$ cat src/rtl/icb_acc_regfile_if.sv
// ICB command/response channel between the core master port and
// the accelerator register file.
interface icb_acc_regfile_if;
  logic        icb_cmd_valid;
  logic        icb_cmd_ready;
  logic        icb_cmd_read;
  logic [31:0] icb_cmd_addr;
  logic [31:0] icb_cmd_wdata;
  logic [3:0]  icb_cmd_wmask;
  logic        icb_rsp_valid;
  logic        icb_rsp_ready;
  logic [31:0] icb_rsp_rdata;
  logic        icb_rsp_err;

  modport master (
    output icb_cmd_valid,
    output icb_cmd_read,
    output icb_cmd_addr,
    output icb_cmd_wdata,
    output icb_cmd_wmask,
    output icb_rsp_ready,
    input  icb_cmd_ready,
    input  icb_rsp_valid,
    input  icb_rsp_rdata,
    input  icb_rsp_err
  );

  modport slave (
    input  icb_cmd_valid,
    input  icb_cmd_read,
    input  icb_cmd_addr,
    input  icb_cmd_wdata,
    input  icb_cmd_wmask,
    input  icb_rsp_ready,
    output icb_cmd_ready,
    output icb_rsp_valid,
    output icb_rsp_rdata,
    output icb_rsp_err
  );
endinterface

$ cat src/rtl/icb_acc_regfile.sv
// ICB slave register file for the conv accelerator: control, status,
// layer configuration, start pulse and done interrupt.
module icb_acc_regfile #(
  parameter logic [31:0] BASE_ADDR   = 32'h1004_2000,
  parameter int          REGION_BITS = 12
) (
  input  logic               clk,
  input  logic               rst_,
  icb_acc_regfile_if.slave   icb,
  output logic               acc_start,
  input  logic               acc_busy,
  input  logic               acc_done,
  output logic [31:0]        ifm_base,
  output logic [31:0]        wgt_base,
  output logic [31:0]        ofm_base,
  output logic [31:0]        layer_cfg,
  output logic               irq
);

  localparam int RB = REGION_BITS;

  localparam logic [RB-1:0] OFF_CTRL = RB'(32'h00);
  localparam logic [RB-1:0] OFF_STAT = RB'(32'h04);
  localparam logic [RB-1:0] OFF_IFM  = RB'(32'h08);
  localparam logic [RB-1:0] OFF_WGT  = RB'(32'h0C);
  localparam logic [RB-1:0] OFF_OFM  = RB'(32'h10);
  localparam logic [RB-1:0] OFF_CFG  = RB'(32'h14);

  typedef enum logic {
    S_IDLE,
    S_RSP
  } state_e;

  state_e      state_q, state_d;
  logic [31:0] rdata_q, rdata_d;
  logic        err_q, err_d;
  logic [31:0] ifm_q, ifm_d;
  logic [31:0] wgt_q, wgt_d;
  logic [31:0] ofm_q, ofm_d;
  logic [31:0] cfg_q, cfg_d;
  logic        irq_en_q, irq_en_d;
  logic        done_q, done_d;
  logic        start_q, start_d;
  logic        irq_q, irq_d;

  logic          cmd_ready;
  logic          cmd_hs;
  logic          rsp_hs;
  logic [RB-1:0] off;
  logic          hit;
  logic          aligned;
  logic          sel_ctrl, sel_stat;
  logic          sel_ifm, sel_wgt, sel_ofm, sel_cfg;
  logic          mapped;
  logic          is_cfg;
  logic          wr;
  logic          start_req;
  logic          lock_err;
  logic          acc_err;
  logic          we;
  logic          clr_done;
  logic [31:0]   rd_mux;

  function automatic logic [31:0] merge(
    input logic [31:0] old,
    input logic [31:0] wd,
    input logic [3:0]  m
  );
    logic [31:0] r;
    r = old;
    for (int i = 0; i < 4; i++) begin
      if (m[i]) r[8*i +: 8] = wd[8*i +: 8];
    end
    return r;
  endfunction

  // One-entry response buffer: a new command may enter
  // in the same cycle the pending response drains.
  assign cmd_ready = (state_q == S_IDLE) | icb.icb_rsp_ready;
  assign cmd_hs    = icb.icb_cmd_valid & cmd_ready;
  assign rsp_hs    = (state_q == S_RSP) & icb.icb_rsp_ready;

  assign off      = icb.icb_cmd_addr[RB-1:0];
  assign hit      = icb.icb_cmd_addr[31:RB] == BASE_ADDR[31:RB];
  assign aligned  = icb.icb_cmd_addr[1:0] == 2'b00;
  assign sel_ctrl = off == OFF_CTRL;
  assign sel_stat = off == OFF_STAT;
  assign sel_ifm  = off == OFF_IFM;
  assign sel_wgt  = off == OFF_WGT;
  assign sel_ofm  = off == OFF_OFM;
  assign sel_cfg  = off == OFF_CFG;
  assign is_cfg   = sel_ifm | sel_wgt | sel_ofm | sel_cfg;
  assign mapped   = sel_ctrl | sel_stat | is_cfg;
  assign wr       = ~icb.icb_cmd_read;

  assign start_req = wr & sel_ctrl
                   & icb.icb_cmd_wmask[0]
                   & icb.icb_cmd_wdata[0];

  // Config is frozen and restart refused while the engine runs.
  assign lock_err = wr & (is_cfg | start_req) & acc_busy;
  assign acc_err  = ~hit | ~aligned | ~mapped | lock_err;
  assign we       = cmd_hs & wr & ~acc_err;

  assign clr_done = we & sel_stat
                  & icb.icb_cmd_wmask[0]
                  & icb.icb_cmd_wdata[1];

  always_comb begin
    rd_mux = 32'h0;
    unique case (1'b1)
      sel_ctrl: rd_mux = {30'h0, irq_en_q, 1'b0};
      sel_stat: rd_mux = {30'h0, done_q, acc_busy};
      sel_ifm:  rd_mux = ifm_q;
      sel_wgt:  rd_mux = wgt_q;
      sel_ofm:  rd_mux = ofm_q;
      sel_cfg:  rd_mux = cfg_q;
      default:  rd_mux = 32'h0;
    endcase
  end

  always_comb begin
    state_d  = state_q;
    rdata_d  = rdata_q;
    err_d    = err_q;
    ifm_d    = ifm_q;
    wgt_d    = wgt_q;
    ofm_d    = ofm_q;
    cfg_d    = cfg_q;
    irq_en_d = irq_en_q;
    start_d  = 1'b0;

    unique case (state_q)
      S_IDLE: if (cmd_hs) state_d = S_RSP;
      S_RSP:  if (rsp_hs && !cmd_hs) state_d = S_IDLE;
      default: state_d = S_IDLE;
    endcase

    if (cmd_hs) begin
      err_d   = acc_err;
      rdata_d = (icb.icb_cmd_read && !acc_err) ? rd_mux : 32'h0;
    end

    if (we) begin
      if (sel_ctrl && icb.icb_cmd_wmask[0]) begin
        irq_en_d = icb.icb_cmd_wdata[1];
        start_d  = icb.icb_cmd_wdata[0];
      end
      if (sel_ifm)
        ifm_d = merge(ifm_q, icb.icb_cmd_wdata, icb.icb_cmd_wmask);
      if (sel_wgt)
        wgt_d = merge(wgt_q, icb.icb_cmd_wdata, icb.icb_cmd_wmask);
      if (sel_ofm)
        ofm_d = merge(ofm_q, icb.icb_cmd_wdata, icb.icb_cmd_wmask);
      if (sel_cfg)
        cfg_d = merge(cfg_q, icb.icb_cmd_wdata, icb.icb_cmd_wmask);
    end

    // A completion arriving with the W1C keeps the flag set.
    done_d = acc_done | (done_q & ~clr_done);
    irq_d  = done_q & irq_en_q;
  end

  always_ff @(posedge clk) begin
    if (rst_) begin
      state_q  <= S_IDLE;
      rdata_q  <= 32'h0;
      err_q    <= 1'b0;
      ifm_q    <= 32'h0;
      wgt_q    <= 32'h0;
      ofm_q    <= 32'h0;
      cfg_q    <= 32'h0;
      irq_en_q <= 1'b0;
      done_q   <= 1'b0;
      start_q  <= 1'b0;
      irq_q    <= 1'b0;
    end else begin
      state_q  <= state_d;
      rdata_q  <= rdata_d;
      err_q    <= err_d;
      ifm_q    <= ifm_d;
      wgt_q    <= wgt_d;
      ofm_q    <= ofm_d;
      cfg_q    <= cfg_d;
      irq_en_q <= irq_en_d;
      done_q   <= done_d;
      start_q  <= start_d;
      irq_q    <= irq_d;
    end
  end

  assign icb.icb_cmd_ready = cmd_ready;
  assign icb.icb_rsp_valid = state_q == S_RSP;
  assign icb.icb_rsp_rdata = rdata_q;
  assign icb.icb_rsp_err   = err_q;

  assign acc_start = start_q;
  assign ifm_base  = ifm_q;
  assign wgt_base  = wgt_q;
  assign ofm_base  = ofm_q;
  assign layer_cfg = cfg_q;
  assign irq       = irq_q;

endmodule
$ cat src/flat_wrapper.sv
// flat-port wrapper written by rule: the top's interface ports become plain ports
module icb_acc_regfile_flat 
#(
  parameter logic [31:0] BASE_ADDR   = 32'h1004_2000,
  parameter int          REGION_BITS = 12
)
  (clk, rst_, acc_start, acc_busy, acc_done, ifm_base, wgt_base, ofm_base, layer_cfg, irq, icb_icb_cmd_valid, icb_icb_cmd_read, icb_icb_cmd_addr, icb_icb_cmd_wdata, icb_icb_cmd_wmask, icb_icb_rsp_ready, icb_icb_cmd_ready, icb_icb_rsp_valid, icb_icb_rsp_rdata, icb_icb_rsp_err);
  icb_acc_regfile_if icb_i ();
  input  logic clk;
  input  logic rst_;
  output logic acc_start;
  input  logic acc_busy;
  input  logic acc_done;
  output logic [31:0] ifm_base;
  output logic [31:0] wgt_base;
  output logic [31:0] ofm_base;
  output logic [31:0] layer_cfg;
  output logic irq;
  input wire logic [$bits(icb_i.icb_cmd_valid)-1:0] icb_icb_cmd_valid;
  input wire logic [$bits(icb_i.icb_cmd_read)-1:0] icb_icb_cmd_read;
  input wire logic [$bits(icb_i.icb_cmd_addr)-1:0] icb_icb_cmd_addr;
  input wire logic [$bits(icb_i.icb_cmd_wdata)-1:0] icb_icb_cmd_wdata;
  input wire logic [$bits(icb_i.icb_cmd_wmask)-1:0] icb_icb_cmd_wmask;
  input wire logic [$bits(icb_i.icb_rsp_ready)-1:0] icb_icb_rsp_ready;
  output wire logic [$bits(icb_i.icb_cmd_ready)-1:0] icb_icb_cmd_ready;
  output wire logic [$bits(icb_i.icb_rsp_valid)-1:0] icb_icb_rsp_valid;
  output wire logic [$bits(icb_i.icb_rsp_rdata)-1:0] icb_icb_rsp_rdata;
  output wire logic [$bits(icb_i.icb_rsp_err)-1:0] icb_icb_rsp_err;
  assign icb_i.icb_cmd_valid = icb_icb_cmd_valid;
  assign icb_i.icb_cmd_read = icb_icb_cmd_read;
  assign icb_i.icb_cmd_addr = icb_icb_cmd_addr;
  assign icb_i.icb_cmd_wdata = icb_icb_cmd_wdata;
  assign icb_i.icb_cmd_wmask = icb_icb_cmd_wmask;
  assign icb_i.icb_rsp_ready = icb_icb_rsp_ready;
  assign icb_icb_cmd_ready = icb_i.icb_cmd_ready;
  assign icb_icb_rsp_valid = icb_i.icb_rsp_valid;
  assign icb_icb_rsp_rdata = icb_i.icb_rsp_rdata;
  assign icb_icb_rsp_err = icb_i.icb_rsp_err;
  icb_acc_regfile #(.BASE_ADDR(BASE_ADDR), .REGION_BITS(REGION_BITS)) u_core (.clk(clk), .rst_(rst_), .icb(icb_i), .acc_start(acc_start), .acc_busy(acc_busy), .acc_done(acc_done), .ifm_base(ifm_base), .wgt_base(wgt_base), .ofm_base(ofm_base), .layer_cfg(layer_cfg), .irq(irq));
endmodule
$ cat config.mk
export PLATFORM = sky130hd
export DESIGN_NAME = icb_acc_regfile_flat
export DESIGN_NICKNAME = d
export VERILOG_FILES = /design/src/rtl/icb_acc_regfile_if.sv /design/src/rtl/icb_acc_regfile.sv /design/src/flat_wrapper.sv
export SDC_FILE = /design/constraint.sdc
export NUM_CORES = 1
export LEC_CHECK = 0
export BUFFER_PORTS_ARGS = -buffer_cell sky130_fd_sc_hd__buf_2
export CAP_MARGIN = 30
export CORE_UTILIZATION = 44
export CTS_BUF_LIST = sky130_fd_sc_hd__clkbuf_8
export CTS_CLUSTER_DIAMETER = 80
export DETAILED_ROUTE_END_ITERATION = 8
export PLACE_DENSITY = 0.79
export SLEW_MARGIN = 20
export SYNTH_ARGS = -nofsm -noshare
export SYNTH_HDL_FRONTEND = slang
export SYNTH_SLANG_ARGS = --single-unit
$ cat constraint.sdc
create_clock -name clk -period 4.5 [get_ports clk]
set_clock_uncertainty 0.15 [all_clocks]
set_input_delay 0.45 -clock clk [delete_from_list [all_inputs] [get_ports clk]]
set_output_delay 0.45 -clock clk [all_outputs]
set_load 0.1 [all_outputs]
# Word level (Yosys, flattened, before mapping)
# Cells that the tools add are included.
[totals]
out_inout_bits = 165
input_bits = 75
wordCells = 93
reg_bits = 166
[op_classes]
bitwise_logic = 34
n_reduce_logical = 25
n_eq_ne = 6
muxes = 5
[ops]
columns = ["operator", "count"]
rows = [
  ["$pmux 32 s6", 1],
  ["$reduce_and 3->1", 16],
  ["$mux 32", 1],
  ["$eq 12x4->1 const B", 2],
  ["$eq 12x5->1 const B", 2],
  ["$eq 20x17->1 const B", 1],
  ["$and 1x1->1", 14],
  ["$eq 12x3->1 const B", 1],
  ["$logic_not 12->1", 1],
  ["$or 1x1->1", 11],
  ["$not 1->1", 9],
  ["$logic_and 1x1->1", 3],
  ["$reduce_or 3->1", 1],
  ["$logic_not 1->1", 2],
  ["$logic_not 2->1", 1],
  ["$mux 1", 2],
  ["$pmux 1 s2", 1],
  ["$reduce_and 2->1", 1],
]

# Logic depth before layout (Yosys ltp)
# Gate-level depths: netlist of run 1.
[logic_depth]
ltp_word = 16
depth_mapped = 9
ltp_nobuf = 5

# Worst setup path after synthesis of run 1
# Ideal clock, no wire load.
[synth_timing]
path_type = "register to register"
startpoint = "register u_core.state_q (netlist: u_core.icb.icb_rsp_valid)"
endpoint = "register u_core.wgt_q[16] (netlist: u_core.wgt_base[16])"
slack_ns = 1.367
t_arrival_ns = 2.860
path_stages_with_launch = 7
path_buffers = 1
path_cell_list = "dfxtp_1 -> nand2b_1 -> nand2_1 -> nor4_4 -> buf_8 -> nand4_4 -> mux2i_1"
[synth_via]
elab_chain_cells = 6
[synth_lines]
columns = ["item", "line", "rtl"]
rows = [
  ["start: declaration", "icb_acc_regfile.sv:34", "state_e state_q, state_d;"],
  ["start signal: assignment", "icb_acc_regfile.sv:178", "state_q <= state_d;"],
  ["$not 1->1", "icb_acc_regfile.sv:79", "assign cmd_ready = (state_q == S_IDLE) | icb.icb_rsp_ready;"],
  ["$or 1x1->1", "icb_acc_regfile.sv:79", ""],
  ["via icb_icb_cmd_ready", "flat_wrapper.sv:25", "output wire logic [$bits(icb_i.icb_cmd_ready)-1:0] icb_icb_cmd_ready;"],
  ["$and 1x1->1", "icb_acc_regfile.sv:80", "assign cmd_hs = icb.icb_cmd_valid & cmd_ready;"],
  ["$and 1x1->1 (2 in a row)", "icb_acc_regfile.sv:103", "assign we = cmd_hs & wr & ~acc_err;"],
  ["$reduce_and 3->1 (no line)", "n/a", ""],
  ["end signal: assignment", "icb_acc_regfile.sv:182", "wgt_q <= wgt_d;"],
  ["end: declaration", "icb_acc_regfile.sv:38", "logic [31:0] wgt_q, wgt_d;"],
]
# The timed path passes the listed nets, and every way through them passes these cells.
# A chain may end at the register's enable or synchronous reset.

# Worst setup path in the final report of run 1
[layout_timing]
startpoint = "input port icb_icb_cmd_addr[9]"
endpoint = "register u_core.rdata_q[4] (netlist: u_core.icb.icb_rsp_rdata[4])"
[layout_via]
elab_chain_cells = 11
elab_cells_between_ends = 24
[layout_lines]
columns = ["item", "line", "rtl"]
rows = [
  ["start: declaration", "flat_wrapper.sv:21", "input wire logic [$bits(icb_i.icb_cmd_addr)-1:0] icb_icb_cmd_addr;"],
  ["$eq 12x4->1, or another cell as far along", "icb_acc_regfile.sv:88", "assign sel_ifm = off == OFF_IFM;"],
  ["$or 1x1->1 / $and 1x1->1 (equally long branches)", "icb_acc_regfile.sv:92, icb_acc_regfile.sv:96", ""],
  ["$or 1x1->1 / $and 1x1->1 (equally long branches)", "icb_acc_regfile.sv:92, icb_acc_regfile.sv:97", ""],
  ["$or 1x1->1 / $and 1x1->1 (equally long branches)", "icb_acc_regfile.sv:92, icb_acc_regfile.sv:98", ""],
  ["$or 1x1->1, on equally long branches", "icb_acc_regfile.sv:101, icb_acc_regfile.sv:93", ""],
  ["$and 1x1->1 / $not 1->1 (equally long branches)", "icb_acc_regfile.sv:101, icb_acc_regfile.sv:102", ""],
  ["$and 1x1->1 / $or 1x1->1 (equally long branches)", "icb_acc_regfile.sv:101, icb_acc_regfile.sv:102", ""],
  ["$or 1x1->1", "icb_acc_regfile.sv:102", "assign acc_err = ~hit | ~aligned | ~mapped | lock_err;"],
  ["$logic_not 1->1", "icb_acc_regfile.sv:141", "rdata_d = (icb.icb_cmd_read && !acc_err) ? rd_mux : 32'h0;"],
  ["$logic_and 1x1->1", "icb_acc_regfile.sv:141", ""],
  ["$mux 32 (*)", "icb_acc_regfile.sv:141", ""],
  ["end signal: assignment", "icb_acc_regfile.sv:179", "rdata_q <= rdata_d;"],
  ["end: declaration", "icb_acc_regfile.sv:35", "logic [31:0] rdata_q, rdata_d;"],
]
# Mark *: on every way between the ends. The rest lies on a longest branch, timed or not.

==> results of run 1 <==
==> layout make-up <==
| cell class | instances | area [µm²] | area share |
|---|---|---|---|
| well taps | 220 | 275 | 0.0298 |
| clock buffers | 17 | 234 | 0.0253 |
| multi-input cells | 505 | 3970 | 0.429 |
| clock inverters | 15 | 159 | 0.0172 |
| flip-flops and latches | 166 | 3320 | 0.359 |
| repair buffers | 248 | 1290 | 0.139 |
| inverters | 2 | 7.51 | 0.000811 |
==> cell usage after synthesis (2+ instances only) <==
master,n,area [µm²]
nor3_2,2,20.0
a211oi_1,2,15.0
nand2_1,38,143
o21ai_1,18,90.1
or4_4,2,22.5
nand4_2,3,37.5
dfxtp_1,166,3320
nand3_1,3,15.0
and4_1,3,26.3
nand4_1,4,25.0
nand2b_1,163,1020
a22o_1,28,245
buf_6,2,22.5
buf_2,10,50.1
nor4_1,5,31.3
nor2_1,9,33.8
a21oi_1,5,25.0
nor2b_1,6,37.5
nor4_4,3,63.8
a221oi_1,32,280
nand4_4,10,213
nand3b_1,2,15.0
nor3_1,3,15.0
clkbuf_1,33,124
nor4b_1,6,52.6
inv_1,2,7.51
mux2i_1,130,1300
o21ai_0,14,70.1
==> flip-flops by register name, indices dropped and copies added, names as in the netlist <==
| register | cells |
|---|---|
| u_core.icb.icb_rsp_err | 1 |
| u_core.irq | 1 |
| u_core.wgt_base | 32 |
| u_core.icb.icb_rsp_valid | 1 |
| u_core.ofm_base | 32 |
| u_core.irq_en_q | 1 |
| u_core.done_q | 1 |
| u_core.acc_start | 1 |
| u_core.ifm_base | 32 |
| u_core.icb.icb_rsp_rdata | 32 |
| u_core.layer_cfg | 32 |
==> path summary, 6_finish.rpt <==
check / end / slack (ns) / depth (start not counted)
worst max-delay path: u_core.icb.icb_rsp_rdata[4]$_SDFFE_PP0P_ / 1.66 / 6
worst min-delay path: u_core.icb.icb_rsp_valid$_SDFF_PP0_ / 0.14 / 3
worst max register to register: u_core.ifm_base[18]$_SDFFE_PP0P_ / 2.09 / 6
worst min register to register: u_core.icb.icb_rsp_rdata[30]$_SDFFE_PP0P_ / 0.30 / 2
==> cell families (layout without fill, tap and decap cells) <==
kind of cell / Yosys count / in the layout / synth area share
AO/OA/AOI/OAI: 103 / 103 / 0.101
adder cells (fa/ha/maj): 1 / 1 / 0.00134
buffers and inverters: 49 / 282 / 0.0303
flip-flops: 166 / 166 / 0.444
multiplexers: 132 / 132 / 0.178
AND/OR/NAND/NOR: 269 / 269 / 0.244
==> power breakdown <==
group / total (mW) / internal (mW) / switching, mW
Clock: 1.06 / 0.497 / 0.563
Sequential: 1.47 / 1.47 / 0.00133
Combinational: 0.157 / 0.0647 / 0.0921
Total: 2.69 / 2.03 / 0.656
==> worst min-delay path: stages <==
cell     delay (ns)
buf_2          0.14
inv_1          0.05
a21oi_1        0.05
==> routing by layer <==
metal | wire [µm] | vias to the layer above | global-route usage
met4 | 335 | 0 | 0.0798
met1 | 9120 | 3081 | 0.290
li1 | - | 3016 | -
met3 | 1120 | 30 | 0.0596
met2 | 10300 | 205 | 0.411
met5 | 0 | - | 0
==> per-stage QoR <==
stage | util | hold WS (ns)
4_1_cts | 0.558 | 0.106
3_3_place_gp | 0.533 | 0.279
5_1_grt | 0.558 | 0.115
6_report | 0.558 | 0.136
2_1_floorplan | - | 0.270
3_5_place_dp | 0.534 | 0.290
==> flow_summary.toml, run 1 <==
[run_status]
outcome = "finished, final reports clean"

[placement]
dpl_cell_area_um2 = 8860
dp_slack_ns = 1.21
placed_cells = 1141
place.gp.congestion = 0.797
numPortBuffers = 239
dp_hpwl_mm = 14.8

[setup_path]
critPathKind = "in2reg"
worstPathArrival_ns = 3.08
slowest_stage = "nor2_4"
slowest_delay_ns = 0.81
cp_num_buf_inv = 1
cp_max_fo = 30
worstSetupStartpointType = "input port"
cp-startpoint = "icb_icb_cmd_addr[9]"
path_delay_family = "simple AND/OR/NAND/NOR gates"
crit_chain = "buf_2 -> or4_1 -> or3_1 -> nor2_4 -> a221oi_1 -> o21ai_1"
cp-end-kind = "flip-flop"
r2r_start = "u_core.icb.icb_rsp_valid$_SDFF_PP0_"
worstPathRequired_ns = 4.74

[global_routing]
track_usage = 0.239
overflow = 0
grt_max_degree = 112
grt_pass1_wl_mm = 32.7
grt_pass1_vias = 6187
antenna_found_initial = 0

[drt]
via_count = 6332
firstDrtPassIters = 4
vias_per_cell = 5.40
routedWlPerCell_um = 17.8
drc = 0
detail-route-antenna-nets = 0
drtIter0Drc = 289
wirelength_mm = 20.8

[yosys]
ys_async_sr_fraction = 0
ys_seq_area_frac = 0.444
avgSynthCellArea_um2 = 10.4
yosysWarnings = 0
ys_seq_elements = 166
synth_edf_count = 0
synth_cell_type_count = 44
syn-num-nets = 795
synth_area_um2 = 7480
syn_inst = 720
ys.flop_type = "dfxtp_1"

[sta]
fin_crit_sh = 0.631
setup_viol = 0
rsz0062_at_grt = "no"
slew_headroom = 0.368
fin_ws_ns = 1.66
worst_pin_slew_ns = 0.945
min_period_ns = 2.84
slew_viol_final = 0
finalSetupTns_ns = 0
hold_viol = 0
fmax_mhz = 352

[floorplanning]
start_util = 0.451
io_pins = 240
fp.dieH_um = 132
dieArea_um2 = 17500
rows = 47
core_area_um2 = 16600
die_w_um = 132

[pwr]
ir_worst_vdd_mv = 0.181
powerDensity_nw_per_um2 = 290
finalPower_mw = 2.69
total_leakage_power_nw = 4.59

[min_path]
min_path_type = "in2reg"
hp-start = "icb_icb_cmd_valid"

[final_layout]
drive_gt1_frac = 0.322
fillCellCount = 1484
fin_area_um2 = 9250
final_cell_mix = "238 x buf_2, 166 x dfxtp_1, 163 x nand2b_1, 130 x mux2i_1, 38 x nand2_1"
num_antenna_cells = 0
syn_to_final_growth_pct = 23.7
fin_nets = 1015
stdcell_count = 1173
layout_commonest_cell = "buf_2"

[cts]
root_buffer = "clkbuf_8"
clkTransAtPathRegs_ns = 0.09
cts_setup_buffers = 0
cts_hold_buffers = 0
ctsResizeCount = 0
cts_tree = "done"
numCtsBuffers = 17
cts_buffer_depth = 2
htree_levels = 4
clock_latency_ns = 0.46
clock-sinks = 166

[flow_run]
cap_violations = 0
(Power assumes the default switching activity.)
==> inputs of run 2 (changes only) <==
--- a/config.mk
+++ b/config.mk
@@ -11,7 +11,7 @@
 export CTS_BUF_LIST = sky130_fd_sc_hd__clkbuf_8
 export CTS_CLUSTER_DIAMETER = 80
 export DETAILED_ROUTE_END_ITERATION = 8
-export PLACE_DENSITY = 0.79
+export PLACE_DENSITY = 0.81
 export SLEW_MARGIN = 20
 export SYNTH_ARGS = -nofsm -noshare
 export SYNTH_HDL_FRONTEND = slang
==> constraint.sdc (replaced) <==
create_clock -name clk -period 2.55 [get_ports clk]
set_clock_uncertainty 0.15 [all_clocks]
set_input_delay 0.255 -clock clk [delete_from_list [all_inputs] [get_ports clk]]
set_output_delay 0.255 -clock clk [all_outputs]
set_load 0.1 [all_outputs]
==> flow_summary.toml, run 2 (synthesis gave the netlist of run 1 again) <==
[placement]
dp_slack_ns = -0.0503
dp_hpwl_mm = 14.9
dpl_cell_area_um2 = 9220
numPortBuffers = 239
place.gp.congestion = 0.835

[cts]
clkTransAtPathRegs_ns = 0.09
htree_levels = 4
cts_buffer_depth = 2
cts_tree = "done"
ctsResizeCount = 0
cts_setup_buffers = 0
clock_latency_ns = 0.45
numCtsBuffers = 17
clock-sinks = 166
root_buffer = "clkbuf_8"

[sta]
setup_viol = 0
fmax_mhz = 408
worst_pin_slew_ns = 0.609
whs_ns = 0.0324
finalSetupTns_ns = 0
fin_ws_ns = 0.0975
rsz0062_at_grt = "no"
hold_viol = 0
min_period_ns = 2.45
fin_crit_sh = 0.962
slew_viol_final = 0
slew_headroom = 0.594

[final_layout]
syn_to_final_growth_pct = 31.7
num_antenna_cells = 0
fin_area_um2 = 9850
fillCellCount = 1422
drive_gt1_frac = 0.335
layout_commonest_cell = "buf_2"
final_cell_mix = "238 x buf_2, 165 x dfxtp_1, 162 x nand2b_1, 130 x mux2i_1, 38 x nand2_1"
fin_nets = 1071

[global_routing]
grt_max_degree = 84
overflow = 0
grt_pass1_vias = 6353
grt_pass1_wl_mm = 33.3
track_usage = 0.241
antenna_found_initial = 0

[drt]
drc = 0
via_count = 6547
firstDrtPassIters = 4
routedWlPerCell_um = 17.1
vias_per_cell = 5.33
drtIter0Drc = 348
wirelength_mm = 21.0
detail-route-antenna-nets = 0

[floorplanning]
dieArea_um2 = 17500
core_area_um2 = 16600
io_pins = 240
rows = 47
fp.dieH_um = 132
start_util = 0.451
die_w_um = 132

[setup_path]
critPathKind = "in2reg"
worstPathRequired_ns = 2.74
reg2reg_slack_ns = 0.44
cp-startpoint = "icb_icb_cmd_addr[5]"
r2r_start = "u_core.icb.icb_rsp_valid$_SDFF_PP0_"
cp_max_fo = 7
worstPathArrival_ns = 2.64
worst_r2r_endpoint = "u_core.done_q$_SDFF_PP0_"
worstSetupStartpointType = "input port"
cp-end-kind = "flip-flop"
endpoint = "u_core.done_q$_SDFF_PP0_"
worst_r2r_path_depth = 7

[run_status]
outcome = "finished, final reports clean"

[pwr]
total_leakage_power_nw = 4.87
finalPower_mw = 4.62
powerDensity_nw_per_um2 = 469
ir_worst_vdd_mv = 0.398

[min_path]
min_path_type = "in2reg"

[flow_run]
cap_violations = 0
-- run 2: worst min path at each step --
stage                                              start                                        end  slack (ns)  cells past startpoint
3_5_place_dp   u_core.icb.icb_rsp_rdata[19]$_SDFFE_PP0P_  u_core.icb.icb_rsp_rdata[19]$_SDFFE_PP0P_        0.29                      2
6_report                           icb_icb_cmd_wdata[31]           u_core.ifm_base[31]$_SDFFE_PP0P_        0.03                      3
2_1_floorplan                          icb_icb_cmd_valid        u_core.icb.icb_rsp_valid$_SDFF_PP0_        0.23                      2
5_1_grt                            icb_icb_cmd_wdata[26]           u_core.ifm_base[26]$_SDFFE_PP0P_        0.01                      3
3_3_place_gp   u_core.icb.icb_rsp_rdata[31]$_SDFFE_PP0P_  u_core.icb.icb_rsp_rdata[31]$_SDFFE_PP0P_        0.28                      2
4_1_cts                            icb_icb_cmd_wdata[26]           u_core.ifm_base[26]$_SDFFE_PP0P_       0.002                      3
-- run 2: area by class of cell --
| type | count | area [µm²] | share of cell area |
|---|---|---|---|
| well taps | 220 | 275 | 0.0280 |
| repair buffers | 304 | 1920 | 0.195 |
| inverters | 2 | 7.51 | 0.000762 |
| multi-input cells | 505 | 3970 | 0.404 |
| flip-flops and latches | 166 | 3320 | 0.338 |
| clock buffers | 18 | 248 | 0.0252 |
| clock inverters | 14 | 100 | 0.0102 |
-- run 2: critical path: stages --
cell and delay (ns):
buf_2 0.10, or4_4 0.54, or3_1 0.38, buf_4 0.20, nor4_1 0.18, buf_4 0.17, nand3_1 0.09, o21a_1 0.19
dlygate4sd3_1 0.54
-- run 2: timing repair --
| action | in CTS | in global routing |
|---|---|---|
| hold endpoints to repair | 75 | 0 |
| setup endpoints to repair | 0 | 0 |
| hold buffers | 28 | 0 |
-- run 2: layer usage --
layer  global-route usage  share of wire
met1                0.312           0.44
met2                0.393           0.48
met3               0.0531          0.060
met4               0.0932          0.019
met5                    0              0
-- run 2: power breakdown --
| group | switching, mW | total (mW) | internal [mW] |
|---|---|---|---|
| clock | 0.993 | 1.70 | 0.704 |
| combinational | 0.172 | 0.323 | 0.151 |
| sequential | 0.00228 | 2.60 | 2.59 |
| total | 1.17 | 4.62 | 3.45 |
-- run 2: through the flow --
| stage | utilization | instances |
|---|---|---|
| 2_1_floorplan | - | 720 |
| 3_3_place_gp | 0.556 | 1169 |
| 3_5_place_dp | 0.556 | 1169 |
| 4_1_cts | 0.594 | 1229 |
| 5_1_grt | 0.594 | 1229 |
| 6_report | 0.594 | 1229 |
==> inputs of run 3 (changes only) <==
--- a/config.mk
+++ b/config.mk
@@ -11,6 +11,7 @@
 export CTS_BUF_LIST = sky130_fd_sc_hd__clkbuf_8
 export CTS_CLUSTER_DIAMETER = 80
 export DETAILED_ROUTE_END_ITERATION = 8
+export HOLD_SLACK_MARGIN = 0.1
 export PLACE_DENSITY = 0.81
 export SLEW_MARGIN = 20
 export SYNTH_ARGS = -nofsm -noshare
==> flow_summary.toml, run 3 (synthesis gave the netlist of run 1 again) <==
[run_status]
outcome = "finished, final reports clean"

[sta]
rsz0062_at_grt = "no"
min_period_ns = 2.45
slew_viol_final = 0
slew_headroom = 0.592
fin_crit_sh = 0.963
fin_ws_ns = 0.0956
setup_viol = 0
hold_viol = 0
fmax_mhz = 407
worst_pin_slew_ns = 0.612

[floorplanning]
die_w_um = 132
io_pins = 240
dieArea_um2 = 17500
rows = 47
fp.dieH_um = 132
core_area_um2 = 16600
start_util = 0.451

[drt]
drc = 0
drtIter0Drc = 398
vias_per_cell = 5.33
firstDrtPassIters = 5
wirelength_mm = 21.2
detail-route-antenna-nets = 0
via_count = 6593
routedWlPerCell_um = 17.1

[setup_path]
cp-end-kind = "flip-flop"
worstSetupStartpointType = "input port"
r2r_start = "u_core.icb.icb_rsp_valid$_SDFF_PP0_"
cp_max_fo = 7
worstPathArrival_ns = 2.64
critPathKind = "in2reg"
worstPathRequired_ns = 2.74
cp-startpoint = "icb_icb_cmd_addr[5]"

[global_routing]
overflow = 0
grt_pass1_wl_mm = 33.6
antenna_found_initial = 0
grt_pass1_vias = 6424
track_usage = 0.244
grt_max_degree = 84

[pwr]
finalPower_mw = 4.62
powerDensity_nw_per_um2 = 465
total_leakage_power_nw = 4.91
ir_worst_vdd_mv = 0.398

[cts]
cts_tree = "done"
clock_latency_ns = 0.44
ctsResizeCount = 0
cts_setup_buffers = 0
cts_buffer_depth = 2
numCtsBuffers = 17
clkTransAtPathRegs_ns = 0.09
root_buffer = "clkbuf_8"
clock-sinks = 166
htree_levels = 4

[min_path]
hp-start = "icb_icb_cmd_wmask[0]"
min_path_type = "in2reg"

[placement]
dp_hpwl_mm = 14.9
place.gp.congestion = 0.835
placed_cells = 1169
dpl_cell_area_um2 = 9220
dp_slack_ns = -0.0503
numPortBuffers = 239

[final_layout]
num_antenna_cells = 0
final_cell_mix = "238 x buf_2, 165 x dfxtp_1, 162 x nand2b_1, 130 x mux2i_1, 38 x nand2_1"
multiInputGateArea_um2 = 3970
fin_util = 0.599
fin_nets = 1080
fillCellCount = 1409
register_area_um2 = 3320
syn_to_final_growth_pct = 32.9
stdcell_count = 1238
fin_area_um2 = 9940
drive_gt1_frac = 0.332
layout_commonest_cell = "buf_2"

[flow_run]
cap_violations = 0
run 3: cell types whose count changed in the layout (fill, tap and decap cells not counted), sizes merged:
cell,previous run,this run
dlygate4sd3,28,37
run 3: stage by stage:
| step | TNS (ns) | hold WS, ns |
|---|---|---|
| global route | 0 | 0.180 |
| detailed placement | -0.363 | 0.286 |
| finish | 0 | 0.185 |
| floorplan | 0 | 0.227 |
| global placement | 0 | 0.279 |
| CTS | 0 | 0.146 |
run 3: report_power, final:
group          switching [mW]  leakage, nW  total, mW  internal (mW)
sequential            0.00233         1.34       2.60           2.59
combinational           0.174         3.40      0.334          0.160
clock                   0.987        0.175       1.69          0.704
run 3: final cells by class:
type | count | area share
sequential | 166 | 0.335
inverter | 2 | 0.000755
tap | 220 | 0.0277
clock inverter | 14 | 0.0101
clock buffer | 18 | 0.0249
multi-input combinational | 505 | 0.400
timing repair buffer | 313 | 0.202
run 3: metal layers:
layer | track usage | wire length, µm
met2 | 0.394 | 10000
met1 | 0.312 | 9340
met5 | 0 | 0
met4 | 0.103 | 542
met3 | 0.0557 | 1290
run 3: worst paths after layout:
path,slack [ns],end,cells after the start
setup / recovery,0.1,u_core.done_q$_SDFF_PP0_,9
hold / removal,0.19,u_core.icb.icb_rsp_err$_SDFFE_PP0P_,4
setup reg to reg,0.44,u_core.done_q$_SDFF_PP0_,7
hold reg to reg,0.30,u_core.icb.icb_rsp_rdata[29]$_SDFFE_PP0P_,2
run 3: worst max-delay path, cell delays in order:
cell	delay [ns]
buf_2	0.10
or4_4	0.54
or3_1	0.38
buf_4	0.20
nor4_1	0.18
buf_4	0.17
nand3_1	0.09
o21a_1	0.19
dlygate4sd3_1	0.54
run 3: repair_timing:
item	in CTS	in global routing
hold buffers	37	0
setup endpoints to repair	0	0
endpoints found under the hold margin	144	0
